===== src/rtl/df_fifo_pkg.sv =====
// Shared types and helpers for the dataflow stream FIFO: flag bundle, statistics width, pointer wrap rule.
package df_fifo_pkg;

  localparam int STAT_CNT_WIDTH = 32;

  typedef struct packed {
    logic full_n;
    logic empty_n;
  } fifo_flags_t;

  // Compare-and-wrap so non-power-of-two depths never index past the last entry.
  function automatic int unsigned ptr_next(input int unsigned ptr, input int unsigned depth);
    return (ptr == depth - 32'd1) ? 32'd0 : ptr + 32'd1;
  endfunction

endpackage


===== src/rtl/df_fifo_ptr.sv =====
// Wrap-around index counter used for both the write and the read side of the FIFO.
module df_fifo_ptr
  import df_fifo_pkg::*;
#(
  parameter int DEPTH = 4,
  parameter int PTR_W = $clog2(DEPTH)
) (
  input  logic             clock,
  input  logic             reset,
  input  logic             advance,
  output logic [PTR_W-1:0] ptr
);

  always_ff @(posedge clock) begin
    if (!reset) begin
      ptr <= '0;
    end else if (advance) begin
      ptr <= PTR_W'(ptr_next(32'(ptr), 32'(DEPTH)));
    end
  end

endmodule


===== src/rtl/df_stream_fifo.sv =====
// First-word-fall-through ap_fifo channel between two dataflow processes.
// Optional statistics outputs (hwm, block counters) are built when DF_STREAM_FIFO_STATS_EN is defined.
module df_stream_fifo
  import df_fifo_pkg::*;
#(
  parameter int DATA_WIDTH = 32,
  parameter int DEPTH      = 4,
  localparam int CNT_WIDTH = $clog2(DEPTH + 1)
) (
  input  logic                  clock,
  input  logic                  reset,
  input  logic                  if_write_ce,
  input  logic                  if_write,
  input  logic [DATA_WIDTH-1:0] if_din,
  output logic                  if_full_n,
  input  logic                  if_read_ce,
  input  logic                  if_read,
  output logic [DATA_WIDTH-1:0] if_dout,
  output logic                  if_empty_n,
  output logic                  wr_fire,
  output logic                  rd_fire,
  output logic [CNT_WIDTH-1:0]  occupancy
`ifdef DF_STREAM_FIFO_STATS_EN
  ,
  output logic [CNT_WIDTH-1:0]      hwm,
  output logic [STAT_CNT_WIDTH-1:0] wr_block_cycles,
  output logic [STAT_CNT_WIDTH-1:0] rd_block_cycles
`endif
);

  localparam int PTR_W = $clog2(DEPTH);

  logic [DATA_WIDTH-1:0] mem [DEPTH];
  logic [PTR_W-1:0]      wr_ptr;
  logic [PTR_W-1:0]      rd_ptr;
  logic [CNT_WIDTH-1:0]  count;
  fifo_flags_t           flags;

  // Flags decode straight from the registered count, so they never glitch.
  assign flags.full_n  = (count != CNT_WIDTH'(DEPTH));
  assign flags.empty_n = (count != '0);

  assign if_full_n  = flags.full_n;
  assign if_empty_n = flags.empty_n;
  assign wr_fire    = if_write & if_write_ce & flags.full_n;
  assign rd_fire    = if_read & if_read_ce & flags.empty_n;
  assign occupancy  = count;
  assign if_dout    = mem[rd_ptr];

  df_fifo_ptr #(.DEPTH(DEPTH), .PTR_W(PTR_W)) u_wr_ptr (
    .clock  (clock),
    .reset  (reset),
    .advance(wr_fire),
    .ptr    (wr_ptr)
  );

  df_fifo_ptr #(.DEPTH(DEPTH), .PTR_W(PTR_W)) u_rd_ptr (
    .clock  (clock),
    .reset  (reset),
    .advance(rd_fire),
    .ptr    (rd_ptr)
  );

  // Storage is never cleared; a write strobe during reset is simply dropped.
  always_ff @(posedge clock) begin
    if (reset && wr_fire) begin
      mem[wr_ptr] <= if_din;
    end
  end

  always_ff @(posedge clock) begin
    if (!reset) begin
      count <= '0;
    end else if (wr_fire && !rd_fire) begin
      count <= count + 1'b1;
    end else if (rd_fire && !wr_fire) begin
      count <= count - 1'b1;
    end
  end

`ifdef DF_STREAM_FIFO_STATS_EN
  logic wr_blocked;
  logic rd_blocked;

  assign wr_blocked = if_write & if_write_ce & ~flags.full_n;
  assign rd_blocked = if_read & if_read_ce & ~flags.empty_n;

  // Block counters stick at all-ones instead of wrapping.
  always_ff @(posedge clock) begin
    if (!reset) begin
      hwm             <= '0;
      wr_block_cycles <= '0;
      rd_block_cycles <= '0;
    end else begin
      if (count > hwm) begin
        hwm <= count;
      end
      if (wr_blocked && (wr_block_cycles != '1)) begin
        wr_block_cycles <= wr_block_cycles + 1'b1;
      end
      if (rd_blocked && (rd_block_cycles != '1)) begin
        rd_block_cycles <= rd_block_cycles + 1'b1;
      end
    end
  end
`endif

endmodule


===== config.mk =====
export PLATFORM = sky130hd
export DESIGN_NAME = df_stream_fifo
export DESIGN_NICKNAME = d
export VERILOG_FILES = /design/src/rtl/df_fifo_pkg.sv /design/src/rtl/df_fifo_ptr.sv /design/src/rtl/df_stream_fifo.sv
export SDC_FILE = /design/constraint.sdc
export NUM_CORES = 1
export LEC_CHECK = 0
export CAP_MARGIN = 0
export CORE_MARGIN = 8
export CORE_UTILIZATION = 42
export DETAILED_ROUTE_END_ITERATION = 7
export SLEW_MARGIN = 40
export SYNTH_ARGS = -nofsm -noshare
export SYNTH_HDL_FRONTEND = slang
export SYNTH_SLANG_ARGS = --single-unit

===== constraint.sdc =====
create_clock -name clock -period 6.34 [get_ports clock]
set_input_delay 0.951 -clock clock [delete_from_list [all_inputs] [get_ports clock]]
set_output_delay 0.951 -clock clock [all_outputs]
set_load 0.02 [all_outputs]

# ---- Word-level counts from Yosys, hierarchy flattened
# Memories as Yosys holds them, arrays and structs flattened. A register that Yosys moved wholly into a read port is not among the register bits.
# Cells that the tools add are included.
dict set report word_totals {
  regBits 7
  ram_bits 128
  input_bits 38
  out_inout_bits 39
  memories 1
}
dict set report classes {
  addsub 4
  n_eq_ne 3
  muxes 8
  n_bitwise 4
  n_reduce_logical 7
}
# memory depth word_bits read_ports rd_clocked_by_memory_dff write_ports line_no
set memory_table {}
lappend memory_table {mem 4 32 1 1 1 df_stream_fifo.sv:33} ;# logic [DATA_WIDTH-1:0] mem [DEPTH];
# op count
set op_table {}
lappend op_table {{$mux 2} 4}
lappend op_table {{$mux 3} 2}
lappend op_table {{$add 2x1->2 const B} 2}
lappend op_table {{$and 1x1->1} 4}
lappend op_table {{$eq 2x2->1 const B} 2}
lappend op_table {{$add 3x1->3 const B} 1}
lappend op_table {{$logic_and 1x1->1} 3}
lappend op_table {{$ne 3x3->1 const B} 1}
lappend op_table {{$reduce_bool 3->1} 1}
lappend op_table {{$sub 3x1->3 const B} 1}
lappend op_table {{$logic_not 1->1} 2}
lappend op_table {{$mux 1} 2}
lappend op_table {{$reduce_bool 2->1} 1}

# ---- Depth between registers and ports, before layout
dict set report depth {
  word_depth 6
  depth_mapped 9
  mapped_depth_nobuf 8
}

# ---- Cells and area by module
# Synthesis repeated with hierarchy kept, for this count alone.
dict set report hier_totals {
  hier_cells 208
  area_unflattened_um2 5067.4
}
# mod n_inst cells_per_inst area_each_um2 seq_area_each_um2
set by_module_without_submodules {}
lappend by_module_without_submodules {df_stream_fifo 1 192 4877.2 3903.7}
lappend by_module_without_submodules {df_fifo_ptr 2 8 95.1 40.0}

# ---- Worst setup path after synthesis
# Ideal clock, no wire load.
dict set report synth_timing {
  path_kind {in2reg}
  startpoint {input port if_write}
  endpoint {register count[2], in the netlist occupancy[2]}
  setup_time_ns 0.076
  arrival_time_ns 2.518
  t_required_ns 6.264
  path_slack_ns 3.746
  stages 8
  path_buffers 1
  path_cell_list {and3_1 -> buf_6 -> ha_1 -> inv_1 -> fa_1 -> xor2_1 -> or3_2 -> a21boi_0}
}
dict set report synth_via {
  elab_chain_cells 5
  elab_cells_between_ends 7
  cone_classes {mux (1); bitwise (2); reduce/logical (4)}
}
# element line_no
set synth_lines {}
lappend synth_lines {{from (decl)} df_stream_fifo.sv:13} ;# input logic if_write,
lappend synth_lines {{$and 1x1->1 * (2 in a row)} df_stream_fifo.sv:45} ;# assign wr_fire = if_write & if_write_ce & flags.full_n;
lappend synth_lines {{named net wr_fire} df_stream_fifo.sv:20} ;# output logic wr_fire,
lappend synth_lines {{$logic_not 1->1} df_stream_fifo.sv:76} ;# end else if (rd_fire && !wr_fire) begin
lappend synth_lines {{$logic_and 1x1->1} df_stream_fifo.sv:76}
lappend synth_lines {{$reduce_bool 2->1 (no source line)} n/a}
lappend synth_lines {{to (signal assigned)} df_stream_fifo.sv:75} ;# count <= count + 1'b1;
lappend synth_lines {{to (signal assigned)} df_stream_fifo.sv:77} ;# count <= count - 1'b1;
lappend synth_lines {{to (decl)} df_stream_fifo.sv:36} ;# logic [CNT_WIDTH-1:0] count;
# Mark *: on every way through the listed nets, which the timed path passes. The rest lies on a longest branch.
# A chain may end at the register's enable or synchronous reset.

==> results.sh <==
export IMPL_dieArea_um2=15900
export IMPL_htreeDepth=4
export IMPL_yosysSeqAreaShare_pct=79.1
export IMPL_max_stage_delay_ns=0.59
export IMPL_sw_frac_of_total_pct=23.5
export IMPL_vdd_ir_drop_max_v=0.000226
export IMPL_grt_usage_pct=12.4
export IMPL_nets=351
export IMPL_grt_pass1_vias=2608
export IMPL_power_frac_seq_pct=47.4
export IMPL_reg2reg_slack_ns=3.81
export IMPL_powerDensity_nw_per_um2=342
export IMPL_drive_gt1_share_pct=18.6
export IMPL_syn_nets=264
export IMPL_drt_iter0_drc=172
export IMPL_rows=40
export IMPL_root_buffer="clkbuf_16"
export IMPL_place_congestion=0.665
export IMPL_crit_type="reg2out"
export IMPL_insertion_delay_ns=0.40
export IMPL_syn_area_um2=5090
export IMPL_vias=2395
export IMPL_cts_resized=0
export IMPL_comb_power_share_pct=16.4
export IMPL_nFillCells=956
export IMPL_crit_fanout=22
export IMPL_grt_overflow_total=0
export IMPL_p_sw_w=0.000521
export IMPL_die_y_um=126
export IMPL_io_pins=77
export IMPL_hp_class="reg2reg"
export IMPL_dp_hpwl_um=5390
export IMPL_period_needed_ns=3.60
export IMPL_rsz0062_at_grt="false"
export IMPL_worst_slew_pin_slew_ns=0.678
export IMPL_drc_errors=0
export IMPL_synth_cells=219
export IMPL_worstPathCellList="buf_4, mux4_2, clkdlybuf4s50_1"
export IMPL_p_clk_share_pct=36.2
export IMPL_wirelength_um=9310
export IMPL_r2r_cells=7
export IMPL_tns_ns=0
export IMPL_p_leak_nw=2.07
export IMPL_area_delta_synth_final_pct=27.6
export IMPL_finalSetupViolations=0
export IMPL_synthDistinctLibCells=24
export IMPL_synthFlopType="edfxtp_1"
export IMPL_synth_seq_cells=137
export IMPL_postCtsSetupRepairBufs=0
export IMPL_endpoint_kind="output port"
export IMPL_fp_coreArea_um2=11900
export IMPL_slowest_stage="dfxtp_2"
export IMPL_clock_path_buffers=2
export IMPL_grt_pass1_wl_um=14700
export IMPL_antennaDiodeCount=0
export IMPL_timing_rr_start="occupancy[0]$_SDFFE_PN0P_"
export IMPL_arrival_ns=2.64
export IMPL_p_total_w=0.00222
export IMPL_startpoint_type="flop"
export IMPL_max_freq_ghz=0.278
export IMPL_cts_tree="built"
export IMPL_postSynthAreaPerCell_um2=23.2
export IMPL_hold_violations=0
export IMPL_cts_sinks=137
export IMPL_antenna_found_initial=0
export IMPL_dieWidth_um=126
export IMPL_start_util_pct=42.7
export IMPL_postCtsHoldBufs=0
export IMPL_async_flop_share_pct=0
export IMPL_synth_edf_count=128
export IMPL_crit_required_ns=5.39
export IMPL_firstDrtPassIters=4
export IMPL_grt_max_degree=33
export IMPL_cts_buffers=17
export IMPL_crit_end="if_dout[0]"
export IMPL_status="finished, final reports clean"
export IMPL_maxCapViolCount=0
export IMPL_yosysWarnings=0
export IMPL_cts_reportedPaths_clkPinSlew_ns=0.05
export IMPL_drtAntennaViolNets=0
export IMPL_vias_per_cell=5.16
export IMPL_max_slew_margin_pct=54.1
export IMPL_r2r_end="occupancy[2]$_SDFFE_PN0P_"
export IMPL_skew_ns=0.00545
export IMPL_finalCritPeriodShare_pct=56.7
export IMPL_numPortBuffers=76
export IMPL_p_int_w=0.00170
export IMPL_post_drt_wl_per_cell_um=20.1
export IMPL_slew_viol_final=0
==> layout by cell type, fill, tap and decap left out <==
| cell | count |
|---|---|
| a21boi_0 | 1 |
| and2_1 | 1 |
| and3_1 | 1 |
| and3_4 | 4 |
| buf_4 | 1 |
| clkbuf_1 | 4 |
| clkbuf_16 | 17 |
| clkdlybuf4s50_1 | 76 |
| clkinv_1 | 8 |
| clkinv_2 | 1 |
| dfxtp_1 | 7 |
| dfxtp_2 | 1 |
| dfxtp_4 | 1 |
| edfxtp_1 | 128 |
| fa_1 | 1 |
| ha_1 | 6 |
| inv_1 | 5 |
| mux2i_1 | 3 |
| mux4_2 | 32 |
| nand2_1 | 5 |
| nand3_1 | 3 |
| nor2_1 | 1 |
| nor2b_1 | 1 |
| o21ai_0 | 3 |
| o311ai_1 | 1 |
| or3_2 | 2 |
| or3b_1 | 1 |
| xnor2_1 | 1 |
| xor2_1 | 1 |
==> per-stage QoR <==
stage / hold slack, ns / cell area, µm² / instances / setup WS [ns] / util (%)
2_1_floorplan: 0.469 / 5090 / 219 / 3.75 / -
3_3_place_gp: 0.487 / 6000 / 434 / 3.00 / 50.4
3_5_place_dp: 0.495 / 6020 / 434 / 2.94 / 50.5
4_1_cts: 0.507 / 6490 / 464 / 2.63 / 54.5
5_1_grt: 0.526 / 6490 / 464 / 2.55 / 54.5
6_report: 0.512 / 6490 / 464 / 2.74 / 54.5
==> worst min path at each step <==
stage	end	cells past startpoint	slack (ns)	startpoint
2_1_floorplan	u_wr_ptr.ptr[0]$_SDFFE_PN0P_	2	0.47	u_wr_ptr.ptr[0]$_SDFFE_PN0P_
3_3_place_gp	u_wr_ptr.ptr[0]$_SDFFE_PN0P_	2	0.49	u_wr_ptr.ptr[0]$_SDFFE_PN0P_
3_5_place_dp	u_wr_ptr.ptr[0]$_SDFFE_PN0P_	2	0.49	u_wr_ptr.ptr[0]$_SDFFE_PN0P_
4_1_cts	u_wr_ptr.ptr[0]$_SDFFE_PN0P_	2	0.51	u_wr_ptr.ptr[0]$_SDFFE_PN0P_
5_1_grt	u_wr_ptr.ptr[0]$_SDFFE_PN0P_	2	0.53	u_wr_ptr.ptr[0]$_SDFFE_PN0P_
6_report	u_wr_ptr.ptr[0]$_SDFFE_PN0P_	2	0.51	u_wr_ptr.ptr[0]$_SDFFE_PN0P_
==> power by group through the flow <==
stage	clock network (W)	registers, W	logic [W]
6_report	0.000803	0.00105	0.000364
3_5_place_dp	0	0.00107	0.000372
4_1_cts	0.000818	0.00106	0.000373
2_1_floorplan	0	0.00106	0.000211
3_3_place_gp	0	0.00107	0.000367
5_1_grt	0.000853	0.00106	0.000392
==> cells in the mapped netlist (all sizes together), types with 2 or more instances <==
master / n / share of area [%]
and3: 5 / 0.61
buf: 8 / 0.84
dfxtp: 9 / 3.5
edfxtp: 128 / 76
ha: 6 / 1.5
inv: 5 / 0.37
mux2i: 3 / 0.59
mux4: 32 / 14
nand2: 5 / 0.37
nand3: 3 / 0.29
o21ai: 3 / 0.29
or3: 2 / 0.29
==> critical path: cells and delay by family (launching register included) <==
| kind | cells | cell delay, ns |
|---|---|---|
| flip-flops | 1 | 0.59 |
| buffers and inverters | 2 | 1.06 |
| multiplexers | 1 | 0.59 |
==> kinds of logic after synthesis <==
group | Yosys count | share of synthesized area [%]
buffers and inverters | 14 | 1.28
DFF | 137 | 79.1
xor gates and xnor gates | 2 | 0.344
adders and majority gates | 7 | 1.87
muxes | 35 | 14.8
AOI/OAI and AO/OA | 5 | 0.615
and+or+nand+nor | 19 | 2.07
==> registers in the layout (all words and copies together), names as in the netlist, named ones only <==
| name | flops |
|---|---|
| u_wr_ptr.ptr | 2 |
| occupancy | 3 |
| mem | 128 |
| u_rd_ptr.ptr | 2 |
==> layout make-up <==
type / instances / area [µm²] / area share [%]
multi-input cells: 68 / 1020 / 15.7
well taps: 147 / 184 / 2.83
flip-flops and latches: 137 / 4030 / 62.0
clock inverters: 9 / 35.0 / 0.539
repair buffers: 77 / 768 / 11.8
clock buffers: 21 / 440 / 6.78
inverters: 5 / 18.8 / 0.289
==> routing by layer <==
metal	vias up	GRT usage, %	routed length [µm]
li1	1087	-	-
met1	1224	15.8	4240
met2	72	18.4	4430
met3	12	4.35	489
met4	0	6.16	149
met5	-	0	0
Power figures use the tool's default switching activity.
